--- src/rtl/div_unit.sv ---
// Iterative RV32M DIV/DIVU/REM/REMU unit using restoring radix-2 division.
// Optional macro DIV_EARLY_OUT_EN: finish at once when |dividend| < |divisor|.
module div_unit #(
  parameter int unsigned XLEN  = 32,
  parameter int unsigned CNT_W = $clog2(XLEN)
) (
  input  logic            clk,
  input  logic            rst_n,
  input  logic            start,
  input  logic [1:0]      op,
  input  logic [XLEN-1:0] rs1_val,
  input  logic [XLEN-1:0] rs2_val,
  input  logic [4:0]      rd_addr,
  input  logic            flush,
  output logic            busy,
  output logic            done,
  output logic [XLEN-1:0] result,
  output logic [4:0]      done_rd
);

  typedef enum logic [1:0] {IDLE, CALC, DONE} state_t;

  localparam logic [XLEN-1:0] MIN_NEG = {1'b1, {(XLEN-1){1'b0}}};

  state_t           state_q, state_n;
  logic [XLEN-1:0]  quo_q, rem_q, dvs_q;
  logic [CNT_W-1:0] cnt_q;
  logic             is_rem_q, neg_q_q, neg_r_q;
  logic [4:0]       rd_q;
  logic [XLEN-1:0]  result_q;
  logic [4:0]       done_rd_q;

  logic             accept, signed_op, a_neg, b_neg;
  logic [XLEN-1:0]  a_mag, b_mag;
  logic             div_zero, ovf, early, special;
  logic [XLEN-1:0]  special_res;
  logic [XLEN+1:0]  sh, diff;
  logic [XLEN-1:0]  rem_step, quo_step, fin_res;
  logic             last_iter;

  assign accept    = start && !flush && (state_q == IDLE);
  assign signed_op = !op[0];
  assign a_neg     = signed_op && rs1_val[XLEN-1];
  assign b_neg     = signed_op && rs2_val[XLEN-1];
  assign a_mag     = a_neg ? -rs1_val : rs1_val;
  assign b_mag     = b_neg ? -rs2_val : rs2_val;
  assign div_zero  = (rs2_val == '0);
  assign ovf       = signed_op && (rs1_val == MIN_NEG) && (rs2_val == '1);

`ifdef DIV_EARLY_OUT_EN
  assign early = !div_zero && (a_mag < b_mag);
`else
  assign early = 1'b0;
`endif

  assign special = div_zero || ovf || early;

  always_comb begin
    special_res = '0;
    if (div_zero) begin
      special_res = op[1] ? rs1_val : '1;
    end else if (ovf) begin
      special_res = op[1] ? '0 : MIN_NEG;
    end else begin
      special_res = op[1] ? rs1_val : '0;
    end
  end

  // {rem,quo} shift plus trial subtract; two extra bits hold the carry-out and sign
  assign sh        = {1'b0, rem_q, quo_q[XLEN-1]};
  assign diff      = sh - {2'b00, dvs_q};
  assign rem_step  = XLEN'(diff[XLEN+1] ? sh : diff);
  assign quo_step  = {quo_q[XLEN-2:0], !diff[XLEN+1]};
  assign last_iter = (state_q == CALC) && (cnt_q == '0);

  always_comb begin
    fin_res = '0;
    if (is_rem_q) begin
      fin_res = neg_r_q ? -rem_step : rem_step;
    end else begin
      fin_res = neg_q_q ? -quo_step : quo_step;
    end
  end

  always_ff @(posedge clk) begin
    if (!rst_n) begin
      state_q <= IDLE;
    end else begin
      state_q <= state_n;
    end
  end

  always_comb begin
    state_n = state_q;
    if (flush) begin
      state_n = IDLE;
    end else begin
      case (state_q)
        IDLE:    if (start) state_n = special ? DONE : CALC;
        CALC:    if (cnt_q == '0) state_n = DONE;
        DONE:    state_n = IDLE;
        default: state_n = IDLE;
      endcase
    end
  end

  always_ff @(posedge clk) begin
    if (!rst_n) begin
      quo_q     <= '0;
      rem_q     <= '0;
      dvs_q     <= '0;
      cnt_q     <= '0;
      is_rem_q  <= 1'b0;
      neg_q_q   <= 1'b0;
      neg_r_q   <= 1'b0;
      rd_q      <= '0;
      result_q  <= '0;
      done_rd_q <= '0;
    end else if (accept) begin
      quo_q    <= a_mag;
      rem_q    <= '0;
      dvs_q    <= b_mag;
      cnt_q    <= CNT_W'(XLEN - 1);
      is_rem_q <= op[1];
      neg_q_q  <= a_neg ^ b_neg;
      neg_r_q  <= a_neg;
      rd_q     <= rd_addr;
      if (special) begin
        result_q  <= special_res;
        done_rd_q <= rd_addr;
      end
    end else if ((state_q == CALC) && !flush) begin
      quo_q <= quo_step;
      rem_q <= rem_step;
      cnt_q <= cnt_q - CNT_W'(1);
      if (last_iter) begin
        result_q  <= fin_res;
        done_rd_q <= rd_q;
      end
    end
  end

  assign busy    = (state_q != IDLE);
  assign done    = (state_q == DONE);
  assign result  = result_q;
  assign done_rd = done_rd_q;

endmodule
--- config.mk ---
export PLATFORM = sky130hd
export DESIGN_NAME = div_unit
export DESIGN_NICKNAME = d
export VERILOG_FILES = /design/src/rtl/div_unit.sv
export SDC_FILE = /design/constraint.sdc
export NUM_CORES = 1
export LEC_CHECK = 0
export ABC_CLOCK_PERIOD_IN_PS = 13050
export CORE_ASPECT_RATIO = 0.9
export CORE_UTILIZATION = 42
export CTS_CLUSTER_DIAMETER = 60
export DETAILED_ROUTE_END_ITERATION = 8
export GPL_ROUTABILITY_DRIVEN = 0
export PLACE_DENSITY_LB_ADDON = 0.12
export REMOVE_ABC_BUFFERS = 1
export SETUP_SLACK_MARGIN = 0.05
export SLEW_MARGIN = 20
export SYNTH_ARGS = -nofsm -noshare
export SYNTH_HDL_FRONTEND = slang
export SYNTH_SLANG_ARGS = --single-unit
--- constraint.sdc ---
create_clock -name clk -period 13.05 [get_ports clk]
set_input_delay 1.9575 -clock clk [delete_from_list [all_inputs] [get_ports clk]]
set_output_delay 1.9575 -clock clk [all_outputs]
set_load 0.01 [all_outputs]
=== After elaboration in Yosys (flattened, before gate mapping) ===
Index checks and enable logic that the tools add are counted.
Widths: inputs -> output; s select.

* $add $sub $neg: 6
* Equality and inequality tests: 7
* Mux-type cells: 27
* Bitwise gates (word level): 2
* Reductions and logical operators: 22

{| class="wikitable"
|+ Operator list
! cell !! count
|-
| $mux 32 || 17
|-
| $neg 32->32 || 4
|-
| $eq 32x32->1 const B || 2
|-
| $sub 33x32->34 || 1
|-
| $logic_not 32->1 || 1
|-
| $mux 5 || 6
|-
| $logic_and 1x1->1 || 8
|-
| $mux 2 || 3
|-
| $reduce_bool 2->1 || 3
|-
| $logic_not 5->1 || 1
|-
| $sub 5x1->5 const B || 1
|-
| $ne 2x1->1 const B || 2
|-
| $pmux 2 s2 || 1
|-
| $reduce_or 2->1 || 2
|-
| $logic_not 1->1 || 3
|-
| $reduce_and 3->1 || 1
|-
| $eq 2x1->1 const B || 1
|-
| $eq 2x2->1 const B || 1
|-
| $logic_not 2->1 || 1
|-
| $ne 2x2->1 const B || 1
|-
| $reduce_and 2->1 || 1
|-
| $logic_or 1x1->1 || 1
|-
| $not 1->1 || 1
|-
| $xor 1x1->1 || 1
|}

* Flip-flop bits (word level): 148
* Input port bits: 75
* Output and inout port bits: 39
* Logic and storage cells: 75

=== Longest topological paths before layout ===
Gate-level depths: netlist of the first run.

* Depth in word-level cells: 8
* Mapped depth: 24
* Depth with buffers taken out: 20

=== Worst setup path before layout of the first run ===
Ideal clock, no wire load.

* Kind: flip-flop to flip-flop
* Start: register dvs_q[1]
* End: register result_q[26], in the netlist result[26]
* Library setup time: 119 ps
* Data arrival time: 4544 ps
* Data required time: 12931 ps
* Slack: 8387 ps
* Cell stages (with the launch flop): 23
* Path buffers: 3
* Period minus slack after synthesis: 4663 ps
* Path through: dfxtp_1 > inv_1 > ha_1 > nor2b_2 > o2111ai_2 > a211oi_4 > o211ai_4 > nand3_2 > buf_2 > buf_2 > buf_2 > nand2_1 > o21ai_0 > ha_1 > nand2_1 > nor3_1 > nand2_1 > o41ai_4 > o211ai_4 > o41ai_2 > xor2_1 > a21oi_1 > o221a_1

* Word-level cells in the longest chain between the ends: 8
* Elaborated cells between the ends (all ways): 11
* Those cells by class: 3 x add/sub; 7 x mux; 1 x reduce/logical

{| class="wikitable"
|+ Ends and longest elaborated chain
! element !! line !! RTL
|-
| start, declared || 26 || <nowiki>logic [XLEN-1:0] quo_q, rem_q, dvs_q;</nowiki>
|-
| start signal, assigned || 122 || <nowiki>dvs_q <= b_mag;</nowiki>
|-
| $sub 33x32->34 * || 71 || <nowiki>assign diff = sh - {2'b00, dvs_q};</nowiki>
|-
| $mux 32 or $logic_not 1->1 (tied branches) || 72, 73 ||
|-
| $neg 32->32, on equally long branches || 79, 81 ||
|-
| $mux 32, on equally long branches || 79, 81 ||
|-
| $mux 32 * || 78 || <nowiki>if (is_rem_q) begin</nowiki>
|-
| $mux 32 * || 136 || <nowiki>if (last_iter) begin</nowiki>
|-
| $mux 32 * || 132 || <nowiki>end else if ((state_q == CALC) && !flush) begin</nowiki>
|-
| $mux 32 * || 119 || <nowiki>end else if (accept) begin</nowiki>
|-
| end signal, assigned || 129 || <nowiki>result_q <= special_res;</nowiki>
|-
| end signal, assigned || 137 || <nowiki>result_q <= fin_res;</nowiki>
|-
| end, declared || 30 || <nowiki>logic [XLEN-1:0] result_q;</nowiki>
|}

Mark *: on every way between the ends. The rest lies on a longest branch, timed or not. The select of a mux whose other input is x is not followed.
A chain may end at the register's enable or synchronous reset.

=== Final worst setup path of the first run ===
* Start: register rem_q[13]
* End: register result_q[26], in the netlist result[26]

* Word-level cells in the longest chain between the ends: 8
* Elaborated cells between the ends (all ways): 11
* Those cells by class: 3 x add/sub; 7 x mux; 1 x reduce/logical

{| class="wikitable"
|+ Ends and longest elaborated chain
! element !! line !! RTL
|-
| start, declared || 26 ||
|-
| start signal, assigned || 134 || <nowiki>rem_q <= rem_step;</nowiki>
|-
| $sub 33x32->34 || 71 ||
|-
| $mux 32 or $logic_not 1->1 (tied branches) || 72, 73 ||
|-
| $neg 32->32, on equally long branches || 79, 81 ||
|-
| $mux 32, on equally long branches || 79, 81 ||
|-
| $mux 32 * || 78 ||
|-
| $mux 32 * || 136 ||
|-
| $mux 32 * || 132 ||
|-
| $mux 32 * || 119 ||
|}

Marks and branches as above.

==> results of run 1 <==
worst max-delay path by stage:
| stage | from | slack (ns) | cells after the start | end |
|---|---|---|---|---|
| floorplan | flush | 1.64 | 7 | result[30]$_SDFFE_PN0P_ |
| global route | rem_q[13]$_SDFFE_PP0P_ | 6.82 | 19 | result[26]$_SDFFE_PN0P_ |
| finish | rem_q[13]$_SDFFE_PP0P_ | 7.15 | 19 | result[26]$_SDFFE_PN0P_ |
| CTS | rem_q[13]$_SDFFE_PP0P_ | 7.33 | 19 | result[26]$_SDFFE_PN0P_ |
| detailed placement | rs2_val[0] | 6.91 | 12 | result[21]$_SDFFE_PN0P_ |
| global placement | rs2_val[31] | 7.03 | 11 | result[21]$_SDFFE_PN0P_ |
state kept, by name (all words and copies together) (netlist names):
register,count
dvs_q,32
quo_q,32
rem_q,32
result,32
cnt_q,5
done_rd,5
rd_q,5
state_q,2
is_rem_q,1
neg_q_q,1
neg_r_q,1
layer usage:
metal  vias to the layer above  GRT usage [%]  wire length, um
li1                       6088              -                -
met1                      5905           38.2            18500
met2                       464           42.8            17500
met3                        51           4.14             2690
met4                         0           7.50              694
met5                         -              0                0
layout by cell type (no fill, tap or decap), types with 5 or more instances in the layout:
master           count
nor2_1             194
nand2_1            185
dfxtp_1            148
a21oi_1            117
clkdlybuf4s50_1    113
o21ai_0            104
a211oi_1            67
xnor2_1             65
xor2_1              60
inv_1               56
nor3_1              50
ha_1                39
a311oi_1            32
o31ai_1             26
mux2i_1             25
buf_4               22
nand4_1             21
nand2b_1            21
or3_1               20
a31oi_1             20
nand3_1             19
o211ai_1            19
nor4_1              18
clkbuf_16           17
a21o_1              16
o21a_1              14
or4_1               11
o21ai_1             10
or2_2                8
nor2b_1              8
o41ai_1              8
and2_1               7
and3_1               7
a22oi_1              6
o22ai_1              6
a221oi_1             5
final cells by class:
type                            count  area (sq um)  share of cell area [%]
Clock inverter                     14           154                    1.11
Clock buffer                       18           439                    3.16
Inverter                           60           225                    1.62
Multi-Input combinational cell   1321          8390                    60.3
Sequential cell                   148          2960                    21.3
Tap cell                          360           450                    3.24
Timing Repair Buffer              135          1300                    9.31
power by group through the flow:
stage / Combinational, mW / Sequential (mW) / Clock [mW]
final: 0.585 / 0.498 / 0.509
after global routing: 0.641 / 0.500 / 0.538
after CTS: 0.578 / 0.497 / 0.515
after detailed placement: 0.574 / 0.507 / 0
after global placement: 0.569 / 0.507 / 0
after floorplan: 0.403 / 0.504 / 0
critical path, cell delays in order, from the launching register on:
cell and delay [ns]:
dfxtp_1 0.37, ha_1 0.49, a21oi_1 0.19, o21a_1 0.27, o21bai_1 0.54, o21ai_2 0.30, nand3_2 0.12, buf_4 0.45
nand2_1 0.11, o21ai_0 0.16, ha_1 0.34, nand2_1 0.07, nor3_1 0.26, nand2_1 0.20, o41ai_4 0.61, o211ai_4 0.20
o41ai_2 0.43, xor2_1 0.28, a21oi_1 0.13, o221a_1 0.23
cells by family after synthesis:
family / share of synthesized area, %
XOR/XNOR: 9.09
multiplexers: 2.17
flip-flops: 24.6
AO/OA/AOI/OAI: 30.0
adder cells (fa/ha/maj): 4.22
buffers and inverters: 5.75
AND/OR/NAND/NOR: 24.1
==> results.json, run 1 <==
{
  "tritoncts": "done",
  "dieHeight_um": 163,
  "layout-drive-gt1-share_pct": 6.49,
  "post-cts-setup-buffer-count": 0,
  "grt.overflow.total": 0,
  "core_sq_mm": 0.0281,
  "yosysMostFrequentCell": "nor2_1",
  "grt_pass1_wl_mm": 63.2,
  "fmax_ghz": 0.169,
  "syn_inst": 1635,
  "ys_top_cells_by_count": "nor2_1 (194), nand2_1 (185), dfxtp_1 (148)",
  "clock_sinks": 148,
  "cp_data_arrival_time_ns": 6.24,
  "grt_usage_pct": 27.1,
  "clkTransAtPathRegs_ns": 0.07,
  "yosys.area.top_type_share_pct": 24.6,
  "diodes": 0,
  "switching_share_pct": 38.5,
  "worst_slack_ns": 7.15,
  "first_iter_violations": 989,
  "final_cells": 2056,
  "hold-worst-slack_ns": 0.454,
  "ctsHoldBuffers": 0,
  "switching_power_mw": 0.612,
  "drtPass1Iterations": 5,
  "hold_class": "register to register",
  "hold_start": "dvs_q[30]$_SDFFE_PN0P_",
  "layout.nets": 1798,
  "setup.worst_path.start_class": "register",
  "nFillCells": 2810,
  "maxSlewViolCount": 0,
  "power_leakage_nw": 4.99,
  "setup_violations": 0,
  "worstReg2RegStart": "rem_q[13]$_SDFFE_PP0P_",
  "cts_buffers": 17,
  "die-area_sq_mm": 0.0293,
  "clockRootBuffer": "clkbuf_16",
  "dpl_cell_area_sq_mm": 0.0133,
  "relSlewSlack_pct": 27.6,
  "yosysWarnings": 0,
  "synthArstFlopShare_pct": 0,
  "rsz0062_at_grt": "no",
  "clockPowerShare_pct": 32.0,
  "status": "complete, no violations",
  "r2r_end": "result[26]$_SDFFE_PN0P_",
  "io_buffer_count": 113,
  "crit_type": "register to register",
  "syn_avg_cell_area_sq_um": 7.36,
  "placed_cells": 2024,
  "synth_enable_flop_cells": 0,
  "fin_crit_sh_pct": 45.2,
  "routed_wl_mm": 39.5,
  "synth_area_sq_mm": 0.0120,
  "wire_per_inst_um": 19.2,
  "power.internal_mw": 0.979,
  "synthTopCellsByArea": "dfxtp_1 (25%), nor2_1 (6.0%), nand2_1 (5.8%), a21oi_1 (4.9%), xnor2_1 (4.7%)",
  "cts_resized": 0,
  "cap_violations": 0,
  "finish.utilization_pct": 49.6,
  "worst_skew_pair.late_latency_ns": 0.45,
  "finalCriticalPeriod_ns": 5.90,
  "fin_setup_tns_ns": 0,
  "end_kind": "register",
  "power_mw": 1.59,
  "crit_required_ns": 13.39,
  "reg2regPathDepth": 19,
  "die_w_um": 180,
  "synth_top_area_cell": "dfxtp_1",
  "fin_worst_skew_ns": 0.0101,
  "ys_seq_area_share_pct": 24.6,
  "dp_slack_ns": 6.91,
  "hold_depth": 2,
  "grt_pass1_vias": 11500,
  "final_area_sq_mm": 0.0139,
  "ys_ff_latch": 148,
  "synth_ff_type": "dfxtp_1",
  "dp_hpwl_mm": 28.2,
  "antenna_found_initial": 0,
  "regToRegSetupSlack_ns": 7.15,
  "rows": 58,
  "min_to": "dvs_q[30]$_SDFFE_PN0P_",
  "powerDensity_mw_per_mm2": 114,
  "io_pins": 114,
  "htreeDepth": 4,
  "vias": 12500,
  "finalHoldViolations": 0,
  "via_per_inst": 6.08,
  "start_util_pct": 42.9,
  "drc": 0,
  "vdd_drop_max_v": 0.000102,
  "critical_path.max_fanout": 39,
  "grt_max_degree": 91,
  "seqPwrFrac_pct": 31.3,
  "antenna_left": 0,
  "combPwrFrac_pct": 36.7,
  "synth_cell_types": 98,
  "areaGrowthSynthToFinish_pct": 15.6,
  "worstMarginPinSlew_ns": 1.08,
  "clk_path_buf_depth": 2
}
(Power assumes the default switching activity.)
==> run 2: changes to the inputs <==
--- a/config.mk
+++ b/config.mk
@@ -5,7 +5,7 @@
 export SDC_FILE = /design/constraint.sdc
 export NUM_CORES = 1
 export LEC_CHECK = 0
-export ABC_CLOCK_PERIOD_IN_PS = 13050
+export ABC_CLOCK_PERIOD_IN_PS = 4850
 export CORE_ASPECT_RATIO = 0.9
 export CORE_UTILIZATION = 42
 export CTS_CLUSTER_DIAMETER = 60
==> constraint.sdc (replaced) <==
create_clock -name clk -period 4.85 [get_ports clk]
set_input_delay 0.7275 -clock clk [delete_from_list [all_inputs] [get_ports clk]]
set_output_delay 0.7275 -clock clk [all_outputs]
set_load 0.01 [all_outputs]
==> results.json, run 2 (synthesis gave the netlist of run 1 again) <==
{
  "hold_class": "register to register",
  "cts_buffers": 17,
  "areaGrowthSynthToFinish_pct": 18.1,
  "grt_pass1_wl_mm": 62.8,
  "cap_violations": 0,
  "diodes": 0,
  "clk_path_buf_depth": 2,
  "setup.worst_path.start_class": "register",
  "vdd_drop_max_v": 0.000264,
  "rsz0062_at_grt": "no",
  "die_w_um": 180,
  "routed_wl_mm": 39.7,
  "nFillCells": 2764,
  "clock_sinks": 148,
  "worst_skew_pair.late_latency_ns": 0.44,
  "switching_power_mw": 1.66,
  "switching_share_pct": 37.2,
  "core_sq_mm": 0.0281,
  "dp_hpwl_mm": 29.8,
  "grt.overflow.total": 0,
  "placed_cells": 2048,
  "io_pins": 114,
  "clockRootBuffer": "clkbuf_16",
  "crit_required_ns": 5.18,
  "layout-drive-gt1-share_pct": 7.90,
  "setup_violations": 0,
  "antenna_found_initial": 1,
  "first_iter_violations": 1135,
  "final_common_cell": "nor2_1",
  "die-area_sq_mm": 0.0293,
  "clkTransAtPathRegs_ns": 0.07,
  "vias": 12500,
  "finalCriticalPeriod_ns": 4.36,
  "dieHeight_um": 163,
  "combPwrFrac_pct": 36.5,
  "fin_setup_tns_ns": 0,
  "fin_worst_skew_ns": 0.0118,
  "finalHoldViolations": 0,
  "maxSlewViolCount": 0,
  "layout_common_cells": "nor2_1 (194), nand2_1 (185), dfxtp_1 (148)",
  "fmax_ghz": 0.230,
  "htreeDepth": 4,
  "worstMarginPinSlew_ns": 1.10,
  "rows": 58,
  "start_util_pct": 42.9,
  "critical_path.max_fanout": 7,
  "grt_pass1_vias": 11500,
  "layout.nets": 1823,
  "drtPass1Iterations": 7,
  "status": "complete, no violations",
  "io_buffer_count": 113,
  "wire_per_inst_um": 19.1,
  "crit_type": "register to register",
  "drc": 0,
  "grt_max_degree": 85,
  "power_leakage_nw": 5.16,
  "grt_usage_pct": 27.0,
  "cp_data_arrival_time_ns": 4.69,
  "clockPowerShare_pct": 33.5,
  "final_area_sq_mm": 0.0142,
  "tritoncts": "done",
  "final_cells": 2081,
  "antenna_left": 0,
  "dpl_cell_area_sq_mm": 0.0135,
  "via_per_inst": 5.99,
  "fin_crit_sh_pct": 89.8,
  "power.internal_mw": 2.80,
  "powerDensity_mw_per_mm2": 314,
  "seqPwrFrac_pct": 30.0,
  "ctsHoldBuffers": 0,
  "relSlewSlack_pct": 26.7,
  "end_kind": "register"
}
run 2: final timing paths:
path / start / endpoint / slack (ns) / cells past startpoint
worst max register to register: dvs_q[1]$_SDFFE_PN0P_ / result[26]$_SDFFE_PN0P_ / 0.49 / 18
worst min-delay path: dvs_q[26]$_SDFFE_PN0P_ / dvs_q[26]$_SDFFE_PN0P_ / 0.46 / 2
worst max-delay path: dvs_q[1]$_SDFFE_PN0P_ / result[26]$_SDFFE_PN0P_ / 0.49 / 18
worst min register to register: dvs_q[26]$_SDFFE_PN0P_ / dvs_q[26]$_SDFFE_PN0P_ / 0.46 / 2
run 2: repair_timing:
| item | CTS | global route |
|---|---|---|
| setup buffers | 0 | 1 |
| endpoints found under the setup margin | 0 | 6 |
| gates resized for setup | 0 | 3 |
run 2: stage by stage:
| step | util [%] | hold slack, ns | setup WS [ns] | total power [mW] |
|---|---|---|---|---|
| after detailed placement | 48.2 | 0.452 | 0.263 | 2.96 |
| after CTS | 50.5 | 0.459 | 0.283 | 4.46 |
| after floorplan | - | 0.432 | -5.33 | 2.44 |
| final | 50.6 | 0.456 | 0.495 | 4.46 |
| after global placement | 48.2 | 0.445 | 0.283 | 2.95 |
| after global routing | 50.6 | 0.473 | 0.0713 | 4.69 |
run 2: cell type report:
cell class / count / area [sq um] / area share, %
flip-flops and latches: 148 / 2960 / 20.8
clock inverters: 13 / 198 / 1.39
repair buffers: 160 / 1520 / 10.7
inverters: 60 / 225 / 1.58
clock buffers: 19 / 453 / 3.19
well taps: 360 / 450 / 3.17
multi-input cells: 1321 / 8400 / 59.1
run 2: routing by layer:
metal | up-vias | GRT usage, % | part of all wire, %
met4 | 2 | 7.61 | 1.6
met1 | 5886 | 38.0 | 48
met3 | 39 | 3.76 | 6.0
met2 | 414 | 43.0 | 45
met5 | - | 0 | 0.028
li1 | 6129 | - | -
run 2: critical path, stage by stage (launching register included):
cell       delay (ns)
dfxtp_1          0.39
inv_1            0.06
ha_1             0.26
nor2b_2          0.17
o2111ai_2        0.33
a211oi_4         0.16
o211ai_4         0.31
nand3_2          0.21
o21ai_1          0.28
ha_1             0.21
nand2_1          0.05
nor3_1           0.23
nand2_1          0.15
o41ai_4          0.38
o211ai_4         0.18
o41ai_2          0.39
xor2_1           0.18
a21oi_1          0.09
o221a_1          0.23
run 2: power groups by stage:
| stage | Sequential (mW) | Combinational (mW) | Clock, mW |
|---|---|---|---|
| floorplan | 1.36 | 1.08 | 0 |
| global placement | 1.36 | 1.59 | 0 |
| detailed placement | 1.36 | 1.60 | 0 |
| CTS | 1.34 | 1.61 | 1.51 |
| global route | 1.35 | 1.78 | 1.56 |
| finish | 1.34 | 1.63 | 1.49 |
